==> config.mk <==
export PLATFORM = sky130hd
export DESIGN_NAME = div_ctrl
export DESIGN_NICKNAME = d
export VERILOG_FILES = /design/src/rtl/div_ctrl.sv
export SDC_FILE = /design/constraint.sdc
export NUM_CORES = 1
export LEC_CHECK = 0
export BUFFER_PORTS_ARGS = -buffer_cell sky130_fd_sc_hd__buf_2
export CAP_MARGIN = 20
export CORE_ASPECT_RATIO = 1.4
export CORE_MARGIN = 2
export CORE_UTILIZATION = 45
export CTS_CLUSTER_DIAMETER = 80
export DETAILED_ROUTE_END_ITERATION = 6
export MAX_ROUTING_LAYER = met4
export SETUP_SLACK_MARGIN = 0.4
export SLEW_MARGIN = 20
export SYNTH_ARGS = -nofsm -noshare
export SYNTH_HDL_FRONTEND = slang
export SYNTH_SLANG_ARGS = --single-unit
==> constraint.sdc <==
create_clock -name clk -period 10.4 [get_ports clk]
set_input_delay 0.52 -clock clk [delete_from_list [all_inputs] [get_ports clk]]
set_output_delay 0.52 -clock clk [all_outputs]
set_load 0.01 [all_outputs]
==> src/rtl/div_ctrl.sv <==
// div_ctrl: iterative 32-bit RISC-V divider (DIV/DIVU/REM/REMU), one restoring step per cycle.
// Ports: clk, reset_n, start, op, dividend, divisor, kill -> stall_o, div_wb, result, busy.
module div_ctrl (
    input  logic        clk,
    input  logic        reset_n,
    input  logic        start,
    input  logic [1:0]  op,
    input  logic [31:0] dividend,
    input  logic [31:0] divisor,
    input  logic        kill,
    output logic        stall_o,
    output logic        div_wb,
    output logic [31:0] result,
    output logic        busy
);

    typedef enum logic [1:0] {
        IDLE,
        CALC,
        FIX,
        DONE
    } state_t;

    state_t      state;
    state_t      state_nxt;
    logic [5:0]  cnt;
    logic [31:0] rem;
    logic [31:0] quot;
    logic [31:0] dvsr;
    logic        qsign;
    logic        rsign;
    logic        is_rem;

    logic        accept;
    logic        signed_op;
    logic        div_zero;
    logic        ovf;
    logic [31:0] abs_a;
    logic [31:0] abs_b;
    logic [32:0] shifted;
    logic [32:0] trial;

    assign accept    = (state == IDLE) & start & ~kill;
    assign signed_op = ~op[0];
    assign div_zero  = (divisor == 32'd0);
    assign ovf       = signed_op & (dividend == 32'h8000_0000)
                     & (divisor == 32'hFFFF_FFFF);

    assign abs_a = (signed_op & dividend[31]) ? (-dividend) : dividend;
    assign abs_b = (signed_op & divisor[31])  ? (-divisor)  : divisor;

    // rem < dvsr always holds, so the 33-bit difference never wraps and
    // bit 32 is a reliable borrow.
    assign shifted = {rem, quot[31]};
    assign trial   = shifted - {1'b0, dvsr};

    always_ff @(posedge clk or negedge reset_n) begin
        if (!reset_n) begin
            state <= IDLE;
        end else begin
            state <= state_nxt;
        end
    end

    always_comb begin
        state_nxt = state;
        unique case (state)
            IDLE: begin
                if (accept) begin
                    state_nxt = (div_zero | ovf) ? DONE : CALC;
                end
            end
            CALC: begin
                if (kill) begin
                    state_nxt = IDLE;
                end else if (cnt == 6'd31) begin
                    state_nxt = FIX;
                end
            end
            FIX: begin
                state_nxt = kill ? IDLE : DONE;
            end
            DONE: begin
                state_nxt = IDLE;
            end
            default: begin
                state_nxt = IDLE;
            end
        endcase
    end

    always_ff @(posedge clk or negedge reset_n) begin
        if (!reset_n) begin
            cnt    <= 6'd0;
            rem    <= 32'd0;
            quot   <= 32'd0;
            dvsr   <= 32'd0;
            qsign  <= 1'b0;
            rsign  <= 1'b0;
            is_rem <= 1'b0;
            result <= 32'd0;
        end else begin
            if (accept) begin
                if (div_zero) begin
                    result <= op[1] ? dividend : 32'hFFFF_FFFF;
                end else if (ovf) begin
                    result <= op[1] ? 32'd0 : 32'h8000_0000;
                end else begin
                    rem    <= 32'd0;
                    quot   <= abs_a;
                    dvsr   <= abs_b;
                    qsign  <= signed_op & (dividend[31] ^ divisor[31]);
                    rsign  <= signed_op & dividend[31];
                    is_rem <= op[1];
                    cnt    <= 6'd0;
                end
            end
            if (state == CALC) begin
                cnt  <= cnt + 6'd1;
                rem  <= trial[32] ? shifted[31:0] : trial[31:0];
                quot <= {quot[30:0], ~trial[32]};
            end
            // A flushed FIX leaves the previous result untouched.
            if ((state == FIX) && !kill) begin
                if (is_rem) begin
                    result <= rsign ? (-rem) : rem;
                end else begin
                    result <= qsign ? (-quot) : quot;
                end
            end
        end
    end

    assign busy   = (state != IDLE);
    assign div_wb = (state == DONE) & ~kill;
    // Gated by reset_n so a start held during reset cannot raise a stall.
    assign stall_o = reset_n
                   & (accept | (state == CALC) | (state == FIX));

endmodule

After elaboration in Yosys (flattened, before gate mapping)
Cells that the tools add are included.

Bits in registers: 139. Latch bits: 0. Memory bits (writable): 0. ROM bits: 0. Input bits: 70. Output and inout bits: 35. Memories kept: 0.

Add/subtract/negate cells: 6. Multiply operators: 0. Divide/modulo/power cells: 0. Magnitude comparators: 0. Equality and inequality tests: 10. Shifts and indexed selects: 0. Mux-type cells: 30. Bitwise gates (word level): 18. Reductions and logical operators: 12.

Operator list (number): $mux 32 (20); $neg 32->32 (4); $eq 32x32->1 const B (2); $sub 33x32->33 (1); $logic_not 32->1 (1); $mux 6 (4); $mux 2 (5); $and 1x1->1 (9); $pmux 2 s4 (1); $add 6x1->6 const B (1); $eq 6x5->1 const B (1); $reduce_and 3->1 (2); $reduce_bool 2->1 (3); $not 1->1 (5); $eq 2x2->1 const B (2); $ne 2x1->1 const B (2); $reduce_and 2->1 (2); $ne 3x3->1 const B (1); $or 1x1->1 (3); $reduce_bool 3->1 (1); $eq 2x1->1 const B (1); $logic_not 2->1 (1); $ne 2x2->1 const B (1); $logic_and 1x1->1 (1); other kinds (2) (2).

Longest topological paths before layout
Depth in word-level cells: 7. Depth in mapped cells: 13.

Worst setup path after synthesis
No wires, ideal clock.

Path type: register to register. From: register quot[31]. To: register rem[10]. Library setup time: 134 ps. Arrival time: 3329 ps. Setup slack: 6937 ps. Cell stages (with the launch flop): 14. Path buffers: 1. Period minus slack after synthesis: 3463 ps. Cells stage by stage: dfrtp_1 > inv_1 > ha_1 > fa_1 > nor2b_1 > o21a_1 > a311o_1 > a22oi_1 > o31ai_1 > a311oi_2 > xnor2_2 > buf_2 > mux2i_1 > o21ai_0.

Longest elaborated chain between the ends: 3.

RTL lines: start: declaration (line 28) `logic [31:0] quot;`; start signal: assignment (line 110) `quot <= abs_a;`; start signal: assignment (line 121) `quot <= {quot[30:0], ~trial[32]};`; $sub 33x32->33 (line 55) `assign trial = shifted - {1'b0, dvsr};`; $mux 32 (line 120) `rem <= trial[32] ? shifted[31:0] : trial[31:0];`; $mux 32 (line 118) `if (state == CALC) begin`; end signal: assignment (line 120); end: declaration (line 27) `logic [31:0] rem;`.

Every way passes these cells. A chain may end at the register's enable or synchronous reset.

Worst setup path in the final report
From: register quot[31]. To: register rem[30].

Same word-level chain as after synthesis.

==> impl_metrics.csv <==
group,metric,value,unit
outcome,outcome,"finished, violations left",
outcome,violations_in_the_final_reports,"hold timing",
routing,drc_errors,0,
setup_path,critical_path.startpoint_type,"flip-flop",
setup_path,crit_type,"reg -> reg",
global_routing,grt_pass1_vias,9574,
routing,first_iteration_detailed_routing_drc_count,640,
synthesis,synth_warnings,0,
power,vdd.ir_drop.worst,134.1,uV
clock_network,clkSlewWorstSetupHoldPaths,0.06,ns
timing,post-route-period-util,42.02,%
power,total_power,2.746,mW
global_routing,grt_util_all_layers,26.46,%
setup_path,cp_num_buf_inv,1,
cells_and_area,layout-area-overhead-vs-synth,12.73,%
routing,detail_route.wirelength,31.86,mm
cells_and_area,insertedDiodeCount,0,
die,floorplan.die.width,134.3,um
cells_and_area,final_layout_size_suffix_gt1_share,11.90,%
timing,timing.fmax,0.2288,GHz
global_routing,grt_antenna_before_repair,0,
clock_network,post-cts-setup-buffers,0,
timing,tightest_slew_margin_relative_to_the_limit,23.62,%
global_routing,grt_start_max_net_pins,88,
power,power.density_cell_area,227.7,mW/mm^2
synthesis,synth_top_area_share,32.51,%
setup_path,cp_slowest_stage_delay,0.92,ns
setup_path,critical_path_arrival,4.71,ns
timing,period_needed,4.370,ns
clock_network,max-clock-path-buffers,2,
timing,fin_worst_skew,0.01014,ns
synthesis,postSynthRegisterBits,139,
placement,dp.final_hpwl,23.65,mm
routing,detailroute.via_count,10050,
clock_network,htree_levels,4,
timing,timing_hold_violations_final,2,
run,maxCapViolations,0,
synthesis,synth_cells,1331,
setup_path,timing.critical_path.max_delay_family,"compound AO/OA/AOI/OAI gates",
synthesis,synth_top_flop_cell,"sky130_fd_sc_hd__dfrtp_1",
clock_network,number_of_clock_buffers_inserted_by_tritoncts,17,
clock_network,postCtsHoldBufs,0,
cells_and_area,final_core_utilization,51.80,%
clock_network,root_buffer,"sky130_fd_sc_hd__clkbuf_16",
synthesis,syn_nets,1440,
clock_network,insertion_delay,0.43,ns
routing,route.antenna.remaining_nets,0,
synthesis,syn_area,0.01070,sq mm
die,rows,66,
timing,whs,-0.007620,ns
synthesis,yosysMostFrequentCell,"sky130_fd_sc_hd__nand2_1",
die,core_region_area,0.02329,sq mm
clock_network,tritoncts,"yes",
die,design.die.area,0.02505,sq mm
synthesis,yosys-top-cells-area,"sky130_fd_sc_hd__dfrtp_1, sky130_fd_sc_hd__xnor2_1, sky130_fd_sc_hd__a21oi_1",
synthesis,syn_avg_cell_area,8.039,sq um
global_routing,globalRouteOverflowTotal,0,
routing,route.detailed.vias_per_inst,5.847,
placement,numPortBuffers,104,
timing,timing.setup.tns,0,ns
synthesis,yosys-top-cells-count,"sky130_fd_sc_hd__nand2_1, sky130_fd_sc_hd__dfrtp_1, sky130_fd_sc_hd__a21oi_1, sky130_fd_sc_hd__o21ai_0, sky130_fd_sc_hd__nor2_1",
cells_and_area,multi_input_comb_area,0.006693,sq mm
setup_path,critPathCaptureType,"flip-flop",
cells_and_area,num-nets-final,1508,
timing,slew_violations,0,
setup_path,critical_path.cell_chain,"inv_1, ha_1, fa_1, nor2b_1, o21a_1, a311o_1, a22oi_1, o31ai_1, a311oi_2, xnor2_4, nand2_1, o21ai_0",
synthesis,edff_count_synth,0,
power,p_leak,5.384,nW
placement,routability_congestion_estimate_from_global_placement,0.9505,
timing,setup_viol,0,
timing,worst-slew-pin-transition,1.142,ns
clock_network,cts_repair_resizes,0,
synthesis,synthDominantAreaCellType,"sky130_fd_sc_hd__dfrtp_1",
cells_and_area,layout.filler_cells,2326,
timing,grt_setup_unrepaired,"no",
clock_network,clock_sinks,139,
min_path,min-delay-path-class,"in -> async",
routing,detail_route.first_pass.iterations,6,
cells_and_area,final-seq-area,0.003480,sq mm
die,die_height,186.5,um
routing,detail_route.wl_per_cell,18.54,um
setup_path,critical_path.max_fanout,26,
synthesis,synth.lib_cells_used.distinct,66,
synthesis,synth_async_sr_flop_share,100.0,%
setup_path,crit_slowest_cell,"sky130_fd_sc_hd__xnor2_4",
die,start_util,45.95,%
synthesis,synth.yosys.seq_area_share,32.51,%
die,floorplan.io_pins,105,
setup_path,worstPathRequired,10.74,ns
global_routing,first_pass_grt_wire_length,51.19,mm
## final timing paths
kind | cells after the start | start | end | slack [ns]
min in group clk | 2 | kill | state[0] | 0.30
max in group asynchronous | 3 | reset_n | dvsr[27] | 8.62
worst max register to register | 12 | quot[31] | rem[30] | 6.03
worst min-delay path | 1 | reset_n | quot[11] | -0.008
worst min register to register | 2 | result[23] | result[23] | 0.47
worst max-delay path | 12 | quot[31] | rem[30] | 6.03
## placed cells by master (no fill, tap or decap), drive strengths merged, types with 3 or more instances in the layout
cell type    n
buf        116
mux2i       27
ha          38
o21a         4
a21oi      129
inv         74
a21boi       4
and2         5
nand2b      12
a22oi        6
nand2      140
nand3       21
a221oi       4
o31a         3
a211oi       9
nor2b       14
nor2       114
a221o       23
a31oi       16
o31ai       27
or2          6
bufinv       3
a32oi        5
nor4        13
dfrtp      139
xnor2       99
o41ai       13
o211ai      10
xor2        50
clkinv       6
or3         16
or4         20
a21o        18
clkbuf      21
nor3        21
nand4       18
and3         8
o21ai      137
## per-stage QoR
| step | area (sq um) | std cells | hold WS (ns) | setup WS, ns |
|---|---|---|---|---|
| 2_1_floorplan | 10700 | 1331 | 0.2244 | 6.937 |
| 3_3_place_gp | 11450 | 1686 | 0.4483 | 6.118 |
| 3_5_place_dp | 11450 | 1686 | 0.4556 | 5.985 |
| 4_1_cts | 12060 | 1718 | 0.01005 | 6.003 |
| 5_1_grt | 12060 | 1718 | 0.01943 | 5.565 |
| 6_report | 12060 | 1718 | -0.007620 | 6.030 |
## flip-flops by register name, indices dropped and copies added, names as in the netlist
signal,flops
dvsr,32
rem,32
result,32
quot,32
rsign,1
is_rem,1
qsign,1
state,2
cnt,6
## final cells by class
class                           count  share of cell area (%)
Timing Repair Buffer              116                   5.114
Clock buffer                       21                   3.900
Tap cell                          306                   3.174
Clock inverter                     11                   1.182
Inverter                           74                   2.303
Sequential cell                   139                   28.85
Multi-Input combinational cell   1051                   55.48
## cell families after synthesis
kind of cell	synth area share, %
AOI/OAI and AO/OA	24.77
adders and majority gates	4.631
xor gates and xnor gates	12.27
buffers and inverters	5.204
muxes	2.526
DFF	32.51
and+or+nand+nor	18.10
## where the power goes
| part | internal [mW] | switching [mW] | leakage, nW |
|---|---|---|---|
| clock | 0.395 | 0.243 | 0.299 |
| combinational | 0.536 | 0.719 | 3.31 |
| sequential | 0.656 | 0.196 | 1.78 |
## per-layer routing
layer | GRT usage (%) | wire length (um)
met3 | 2.689 | 1418
met4 | 8.016 | 676
met5 | - | 0
met2 | 44.23 | 16020
met1 | 33.81 | 13740
(Power assumes the default switching activity.)
